==> config.mk <==
export PLATFORM = sky130hd
export DESIGN_NAME = video_fetch_align
export DESIGN_NICKNAME = d
export VERILOG_FILES = /design/src/rtl/video_fetch_align_pkg.sv /design/src/rtl/video_fetch_align_pipe_delay.sv /design/src/rtl/video_fetch_align.sv
export SDC_FILE = /design/constraint.sdc
export NUM_CORES = 1
export LEC_CHECK = 0
export CAP_MARGIN = 20
export CORE_MARGIN = 2
export CORE_UTILIZATION = 40
export CTS_CLUSTER_SIZE = 30
export DETAILED_ROUTE_END_ITERATION = 7
export HOLD_SLACK_MARGIN = 0.1
export PLACE_DENSITY_LB_ADDON = 0.25
export SKIP_CTS_REPAIR_TIMING = 1
export SYNTH_ARGS = -nofsm -noshare
export SYNTH_HDL_FRONTEND = slang
export SYNTH_SLANG_ARGS = --single-unit
==> constraint.sdc <==
create_clock -name clk -period 2.8 [get_ports clk]
set_input_delay 0.42 -clock clk [delete_from_list [all_inputs] [get_ports clk]]
set_output_delay 0.42 -clock clk [all_outputs]
set_load 0.02 [all_outputs]
==> src/rtl/video_fetch_align_pkg.sv <==
// Shared types and constants for the video fetch/align slice.
package video_pkg;

  localparam int unsigned DEF_ADDR_W = 19;
  localparam int unsigned DEF_WORD_W = 8;
  localparam int unsigned DEF_PIX_W  = 4;

  // Derived values for the default build
  localparam int unsigned PPW     = DEF_WORD_W / DEF_PIX_W;
  localparam int unsigned SEL_W   = $clog2(PPW);
  localparam int unsigned MADDR_W = DEF_ADDR_W - SEL_W;

  // Widest pixel selector carried in the side-band record (up to 256 pixels/word)
  localparam int unsigned SEL_MAX_W = 8;

  // Side-band record travelling alongside an outstanding memory read
  typedef struct packed {
    logic                 valid;
    logic                 reuse;
    logic                 vrise;
    logic [SEL_MAX_W-1:0] sel;
    logic                 hb;
    logic                 vb;
    logic                 hs;
    logic                 vs;
  } pipe_rec_t;

  // Idle record: blanked, syncs inactive, nothing in flight
  localparam pipe_rec_t REC_IDLE = '{
    valid: 1'b0, reuse: 1'b0, vrise: 1'b0, sel: '0,
    hb: 1'b1, vb: 1'b1, hs: 1'b0, vs: 1'b0
  };

  function automatic int unsigned sel_width(input int unsigned word_w,
                                            input int unsigned pix_w);
    return $clog2(word_w / pix_w);
  endfunction

endpackage

==> src/rtl/video_fetch_align_pipe_delay.sv <==
// Fixed-depth shift register with synchronous reset.
module pipe_delay #(
  parameter int unsigned      WIDTH     = 8,
  parameter int unsigned      DEPTH     = 1,
  parameter logic [WIDTH-1:0] RESET_VAL = '0
) (
  input  logic             i_clk,
  input  logic             i_rst,
  input  logic [WIDTH-1:0] i_d,
  output logic [WIDTH-1:0] o_q
);

  logic [WIDTH-1:0] r_sr [DEPTH];

  // Shift one stage per clock; reset loads every stage with RESET_VAL
  always_ff @(posedge i_clk) begin
    if (i_rst) begin
      for (int unsigned i = 0; i < DEPTH; i++) r_sr[i] <= RESET_VAL;
    end else begin
      r_sr[0] <= i_d;
      for (int unsigned i = 1; i < DEPTH; i++) r_sr[i] <= r_sr[i-1];
    end
  end

  assign o_q = r_sr[DEPTH-1];

endmodule

==> src/rtl/video_fetch_align.sv <==
// Framebuffer fetch and pixel unpack, with sync/blank delayed to match read latency.
module video_fetch_align
  import video_pkg::*;
#(
  parameter int unsigned      ADDR_W  = DEF_ADDR_W,
  parameter int unsigned      WORD_W  = DEF_WORD_W,
  parameter int unsigned      PIX_W   = DEF_PIX_W,
  parameter int unsigned      MEM_LAT = 1,
  parameter logic [PIX_W-1:0] BORDER  = '0,
  parameter bit               HS_POL  = 1'b0,
  parameter bit               VS_POL  = 1'b0,
  parameter int unsigned      FC_W    = 8
) (
  input  logic                                          clk,
  input  logic                                          rst,
  input  logic                                          h_blank_in,
  input  logic                                          v_blank_in,
  input  logic                                          h_sync_in,
  input  logic                                          v_sync_in,
  input  logic [ADDR_W-1:0]                             addr_in,
  output logic [ADDR_W-sel_width(WORD_W, PIX_W)-1:0]    mem_addr,
  output logic                                          mem_rd,
  input  logic [WORD_W-1:0]                             mem_data,
  output logic [PIX_W-1:0]                              pix,
  output logic                                          de,
  output logic                                          h_sync_out,
  output logic                                          v_sync_out,
  output logic                                          frame_start,
  output logic [FC_W-1:0]                               frame_cnt
);

  localparam int unsigned L_SEL_W   = sel_width(WORD_W, PIX_W);
  localparam int unsigned L_MADDR_W = ADDR_W - L_SEL_W;

  logic                 w_active;
  logic [L_MADDR_W-1:0] w_word;
  logic                 w_reuse;
  logic                 w_vrise;
  pipe_rec_t            w_s0_next;
  pipe_rec_t            r_s0;
  pipe_rec_t            w_pd;
  logic                 r_tag_valid;
  logic                 r_vs_prev;
  logic [WORD_W-1:0]    r_hold;
  logic                 w_out_act;
  logic [WORD_W-1:0]    w_src;
  logic [WORD_W-1:0]    w_shift;

  // Stage-0 decode: word/pixel split, reuse test and v_sync rise detect.
  // mem_addr only changes on active cycles, so it doubles as the word tag.
  always_comb begin
    w_active  = ~h_blank_in & ~v_blank_in;
    w_word    = addr_in[ADDR_W-1:L_SEL_W];
    w_reuse   = w_active & r_tag_valid & (w_word == mem_addr);
    w_vrise   = v_sync_in & ~r_vs_prev;
    w_s0_next = '{
      valid: w_active,
      reuse: w_reuse,
      vrise: w_vrise,
      sel:   SEL_MAX_W'(addr_in[L_SEL_W-1:0]),
      hb:    h_blank_in,
      vb:    v_blank_in,
      hs:    h_sync_in,
      vs:    v_sync_in
    };
  end

  // Stage 0: issue reads and register the side-band record.
  // r_vs_prev resets high so a v_sync already asserted at reset release is not a rise.
  always_ff @(posedge clk) begin
    if (rst) begin
      mem_rd      <= 1'b0;
      mem_addr    <= '0;
      r_tag_valid <= 1'b0;
      r_vs_prev   <= 1'b1;
      r_s0        <= REC_IDLE;
    end else begin
      mem_rd      <= w_active & ~w_reuse;
      if (w_active) mem_addr <= w_word;
      r_tag_valid <= w_active;
      r_vs_prev   <= v_sync_in;
      r_s0        <= w_s0_next;
    end
  end

  pipe_delay #(
    .WIDTH    ($bits(pipe_rec_t)),
    .DEPTH    (MEM_LAT),
    .RESET_VAL(REC_IDLE)
  ) u_side (
    .i_clk(clk),
    .i_rst(rst),
    .i_d  (r_s0),
    .o_q  (w_pd)
  );

  // Output-stage source word and pixel extraction
  always_comb begin
    w_out_act = ~w_pd.hb & ~w_pd.vb;
    w_src     = w_pd.reuse ? r_hold : mem_data;
    w_shift   = w_src >> (32'(w_pd.sel) * PIX_W);
  end

  // Output stage: capture returned words, drive pixel, syncs and frame tracking
  always_ff @(posedge clk) begin
    if (rst) begin
      r_hold      <= '0;
      pix         <= BORDER;
      de          <= 1'b0;
      h_sync_out  <= ~HS_POL;
      v_sync_out  <= ~VS_POL;
      frame_start <= 1'b0;
      frame_cnt   <= '0;
    end else begin
      if (w_pd.valid && !w_pd.reuse) r_hold <= mem_data;
      pix         <= w_out_act ? w_shift[PIX_W-1:0] : BORDER;
      de          <= w_out_act;
      h_sync_out  <= w_pd.hs ^ ~HS_POL;
      v_sync_out  <= w_pd.vs ^ ~VS_POL;
      frame_start <= w_pd.vrise;
      if (w_pd.vrise) frame_cnt <= frame_cnt + FC_W'(1);
    end
  end

endmodule

== After elaboration in Yosys (flattened, before gate mapping) ==
Memories as Yosys holds them, arrays and structs flattened.
Cells that the tools add are included.
Operators by class
  $add $sub $neg: 1
  eq/ne operators: 1
  shift-type cells: 1
  multiplexer cells: 6
  bitwise logic cells: 15
  reduce and logical (&&, ||, !) cells: 4
Operators with widths (number)
  $eq 18x18->1: 1
  $mux 15: 1
  $reduce_or 15->1: 1
  $shr 8x10->4: 1
  $not 1->1: 9
  $add 8x1->8 const B: 1
  $mux 8: 1
  $and 1x1->1: 6
  $mux 1: 4
  $reduce_or 2->1: 1
  $logic_and 1x1->1: 1
  $logic_not 1->1: 1
Word-level totals
  bits in registers: 59
  RAM bits: 15
  output and inout bits: 35
  memories: 1
Memories
  u_side.r_sr: words 1, bits a word 15, rd ports 1, clocked after memory_dff 0, wr ports 1, line video_fetch_align_pipe_delay.sv:13  | logic [WIDTH-1:0] r_sr [DEPTH];

== Longest topological paths before layout ==
  depth after elaboration: 6
  mapped depth: 5
  depth with buffers taken out: 4

== Hierarchy ==
Synthesis repeated with hierarchy kept, for this count alone.
Unflattened totals
  cell total of the unflattened synthesis: 242
  area, all modules: 2474.9 µm²
Modules (own cells, without submodules)
  video_fetch_align: times used 1, cells each 211, area each 2064.5 µm², seq. area each 1041.0 µm²
  pipe_delay: times used 1, cells each 31, area each 410.4 µm², seq. area each 300.3 µm²

== Worst setup path after synthesis ==
OpenSTA, ideal clock, no wires.
  path kind: input port to flip-flop
  start: in v_blank_in
  end: reg mem_addr[13]
  setup time: 0.132 ns
  arrival time: 1.122 ns
  required time: 2.668 ns
  slack: 1.545 ns
  stages on the path: 5
  path buffers: 2
  cell sequence: or2_2 -> buf_4 -> buf_2 -> nand2_1 -> a21oi_1
On the way
  word-level cells in the longest chain between the ends: 2
RTL lines
  start, declared: line video_fetch_align.sv:17  | input logic v_blank_in,
  $not 1->1: line video_fetch_align.sv:52  | w_active = ~h_blank_in & ~v_blank_in;
  $and 1x1->1: line video_fetch_align.sv:52
  end signal, assigned: line video_fetch_align.sv:79  | if (w_active) mem_addr <= w_word;
  end, declared: line video_fetch_align.sv:21  | output logic [ADDR_W-sel_width(WORD_W, PIX_W)-1:0] mem_addr,
No other way between the ends.
A chain may end at the register's enable or synchronous reset.

== Worst setup path after layout ==
  start: reg frame_cnt[2]
  end: out frame_cnt[2]
RTL lines
  start, declared: line video_fetch_align.sv:29  | output logic [FC_W-1:0] frame_cnt
  start signal, assigned: line video_fetch_align.sv:121  | if (w_pd.vrise) frame_cnt <= frame_cnt + FC_W'(1);
No word-level cell between the ends.

==> results.sh <==
export IMPL_tritoncts_clock_tree="yes"
export IMPL_antennaDiodeCount=0
export IMPL_drtAntennaViolNets=0
export IMPL_setup_viol=0
export IMPL_ys_warnings_count=0
export IMPL_cts_root_buffer_type="sky130_fd_sc_hd__clkbuf_8"
export IMPL_clk_transition_reported_paths_ps=60
export IMPL_r2r_start="u_side.r_sr[0][6]$_SDFF_PP0_"
export IMPL_final_max_slew_violation_count=0
export IMPL_drt_iter0_markers=44
export IMPL_placement_rows=27
export IMPL_timing_critical_path_cells="clkdlybuf4s50_1"
export IMPL_antenna_found_initial=0
export IMPL_die_width_um=78.89
export IMPL_r2r_end="r_hold[4]$_SDFFE_PP0P_"
export IMPL_cts_max_path_buffers=2
export IMPL_route_detailed_wl_per_inst_um=11.74
export IMPL_htree_levels=3
export IMPL_critical_path_max_fanout=5
export IMPL_max_freq_mhz=539.2
export IMPL_area_of_the_die_um2=6224
export IMPL_syn_area_per_cell_um2=9.971
export IMPL_crit_path_start_kind="flip-flop"
export IMPL_clock_sinks=60
export IMPL_totalPowerFinal_w=0.001725
export IMPL_cts_buffers=9
export IMPL_worstSkewPairLatency_ps=330
export IMPL_powerDensity_nw_per_um2=553.4
export IMPL_dp_cells=355
export IMPL_finalWirelength_um=4354
export IMPL_synth_cell_area_um2=2243
export IMPL_synth_sequential_area_ratio=0.5354
export IMPL_worst_setup_path_type="flip-flop to primary output"
export IMPL_critical_path_slowest_stage_cell="sky130_fd_sc_hd__clkdlybuf4s50_1"
export IMPL_power_leakage_nw=1.162
export IMPL_layoutNonFillerInstCount=371
export IMPL_grt_pass1_vias=1643
export IMPL_detail_route_vias_per_cell=4.606
export IMPL_worst_path_largest_cell_delay_ps=650
export IMPL_hold_viol_final=0
export IMPL_reg2reg_depth=3
export IMPL_holdPathStages=1
export IMPL_skew_ps=7.396
export IMPL_register_area_um2=1201
export IMPL_place_area_um2=2955
export IMPL_route_vias_total=1709
export IMPL_outcome="finished clean"
export IMPL_io_buffers=67
export IMPL_global_route_overflow_total=0
export IMPL_cp_top_family="buffers and inverters"
export IMPL_postSynthNetCount=259
export IMPL_first_pass_iters=4
export IMPL_finalCoreUtilization=0.5697
export IMPL_area_growth_pct=38.98
export IMPL_multi_input_gate_area_in_the_final_layout_um2=983.4
export IMPL_grt_pass1_wl_um=7245
export IMPL_worst_hold_path_type="flip-flop to flip-flop"
export IMPL_maximum_number_of_pins_on_one_net_before_global_route_repair=35
export IMPL_nFillCells=505
export IMPL_global_route_usage_total=0.1492
export IMPL_drt_drc_violations_left=0
export IMPL_timing_critical_path_buf_inv=1
export IMPL_rsz_0062_raised_after_global_routing="false"
export IMPL_hpwl_um=3023
export IMPL_floorplan_core_area_um2=5473
export IMPL_worst_endpoint_arrival_ps=1430
export IMPL_endpoint_kind="primary output"
export IMPL_num_io_pins=68
export IMPL_instance_count_of_the_mapped_netlist=225
export IMPL_worstHoldEndpoint="h_sync_out$_SDFF_PP1_"
export IMPL_hold_path_startpoint="u_side.r_sr[0][1]$_SDFF_PP0_"
export IMPL_maxSlewHeadroom=0.4203
export IMPL_postSynthRegisterBits=60
export IMPL_start_util=0.4099
export IMPL_finalWeightedCongestion=0.7142
export IMPL_nets=328
export IMPL_final_cell_mix="66 x sky130_fd_sc_hd__clkdlybuf4s50_1, 60 x sky130_fd_sc_hd__dfxtp_1, 39 x sky130_fd_sc_hd__nand2_1, 20 x sky130_fd_sc_hd__a21oi_1, 17 x sky130_fd_sc_hd__xor2_1"
export IMPL_fin_area_um2=3118
export IMPL_reg_to_reg_slack_setup_ps=1290
export IMPL_final_period_util=0.6624
export IMPL_most_frequent_standard_cell_in_the_layout_excluding_fill_and_tap_cells="sky130_fd_sc_hd__clkdlybuf4s50_1"
export IMPL_layout_min_cycle_time_ps=1855
export IMPL_synthDistinctLibCells=28
export IMPL_tns_ps=0
export IMPL_cap_violations=0
export IMPL_timing_critical_path_required_ps=2380
export IMPL_vdd_ir_drop_max_uv=271.3
export IMPL_tightest_slew_ps=867.7
export IMPL_chipHeight_um=78.89
export IMPL_final_layout_size_suffix_gt1_frac=0.09030
## flip-flops by register name, indices dropped and copies added, names as in the netlist
signal and cells:
u_side.r_sr 8, r_hold 8, pix 4, h_sync_out 1, r_s0 7, de 1
mem_addr 18, r_tag_valid 1, frame_cnt 8, frame_start 1, v_sync_out 1, r_vs_prev 1
mem_rd 1
## area by class of cell
cell class | count | share of cell area
clock buffer | 14 | 0.04896
clock inverter | 2 | 0.003210
multi-input combinational | 154 | 0.3154
sequential | 60 | 0.3852
tap | 72 | 0.02889
timing repair buffer | 69 | 0.2183
## cells in the mapped netlist
| library cell | n | area, um2 |
|---|---|---|
| sky130_fd_sc_hd__a21boi_0 | 1 | 7.510 |
| sky130_fd_sc_hd__buf_6 | 1 | 11.26 |
| sky130_fd_sc_hd__nor2b_1 | 12 | 75.07 |
| sky130_fd_sc_hd__nand4_1 | 3 | 18.77 |
| sky130_fd_sc_hd__nand3_1 | 1 | 5.000 |
| sky130_fd_sc_hd__nor3_1 | 2 | 10.01 |
| sky130_fd_sc_hd__nor4_1 | 3 | 18.77 |
| sky130_fd_sc_hd__nand2b_1 | 2 | 12.51 |
| sky130_fd_sc_hd__and3b_1 | 1 | 8.760 |
| sky130_fd_sc_hd__mux4_2 | 4 | 90.09 |
| sky130_fd_sc_hd__nand4_4 | 1 | 21.27 |
| sky130_fd_sc_hd__xor2_1 | 17 | 148.9 |
| sky130_fd_sc_hd__xnor2_1 | 6 | 52.55 |
| sky130_fd_sc_hd__or2_2 | 6 | 37.54 |
| sky130_fd_sc_hd__mux2i_1 | 9 | 90.09 |
| sky130_fd_sc_hd__clkbuf_1 | 6 | 22.52 |
| sky130_fd_sc_hd__buf_4 | 2 | 15.01 |
| sky130_fd_sc_hd__nor2_1 | 15 | 56.30 |
| sky130_fd_sc_hd__nand2_1 | 39 | 146.4 |
| sky130_fd_sc_hd__dfxtp_1 | 60 | 1201 |
| sky130_fd_sc_hd__or3_1 | 2 | 12.51 |
| sky130_fd_sc_hd__and2_1 | 4 | 25.02 |
| sky130_fd_sc_hd__a21oi_1 | 20 | 100.1 |
| sky130_fd_sc_hd__buf_2 | 2 | 10.01 |
| sky130_fd_sc_hd__nor2_4 | 1 | 11.26 |
| sky130_fd_sc_hd__and3_1 | 2 | 12.51 |
| sky130_fd_sc_hd__o21ai_0 | 2 | 10.01 |
| sky130_fd_sc_hd__ha_1 | 1 | 12.51 |
## logic make-up (layout without fill, tap and decap cells)
| family | Yosys count | after routing | share of synthesized area |
|---|---|---|---|
| fa+ha+maj | 1 | 1 | 0.005576 |
| flops | 60 | 60 | 0.5354 |
| xor+xnor | 23 | 23 | 0.08979 |
| buf+inv | 11 | 85 | 0.02621 |
| compound gates | 23 | 23 | 0.05243 |
| mux | 13 | 13 | 0.08032 |
| simple gates | 94 | 94 | 0.2103 |
## report_power, final
part	internal, W	switching, W	total (W)
Clock	0.000344	0.000308	0.000652
Sequential	0.000879	0.0000165	0.000896
Combinational	0.0000984	0.0000790	0.000177
Total	0.00132	0.000404	0.00173
## worst max path at each step
stage                                    startpoint                   endpoint  depth (start not counted)
after floorplan                          v_blank_in  mem_addr[13]$_SDFFE_PP0N_                          5
after global placement                   v_blank_in          mem_rd$_SDFF_PP0_                          6
after detailed placement                 v_blank_in          mem_rd$_SDFF_PP0_                          6
after CTS                 frame_cnt[2]$_SDFFE_PP0P_               frame_cnt[2]                          1
after global routing      frame_cnt[2]$_SDFFE_PP0P_               frame_cnt[2]                          1
final                     frame_cnt[2]$_SDFFE_PP0P_               frame_cnt[2]                          1
## metrics by stage
step | setup slack [ps] | hold WS (ps)
4_1_cts | 920.8 | 379.9
6_report | 945.4 | 375.9
3_5_place_dp | 862.4 | 365.7
5_1_grt | 880.2 | 399.1
3_3_place_gp | 958.3 | 358.3
2_1_floorplan | 1545 | 355.9
## per-layer routing
| layer | track usage | up-vias | wire (um) | part of all wire |
|---|---|---|---|---|
| met3 | 0.05227 | 9 | 345 | 0.079 |
| met1 | 0.1748 | 764 | 1940 | 0.45 |
| met4 | 0.08276 | 0 | 82 | 0.019 |
| li1 | - | 876 | - | - |
| met5 | 0 | - | 0 | 0 |
| met2 | 0.2385 | 60 | 1985 | 0.46 |
(Power assumes the default switching activity.)
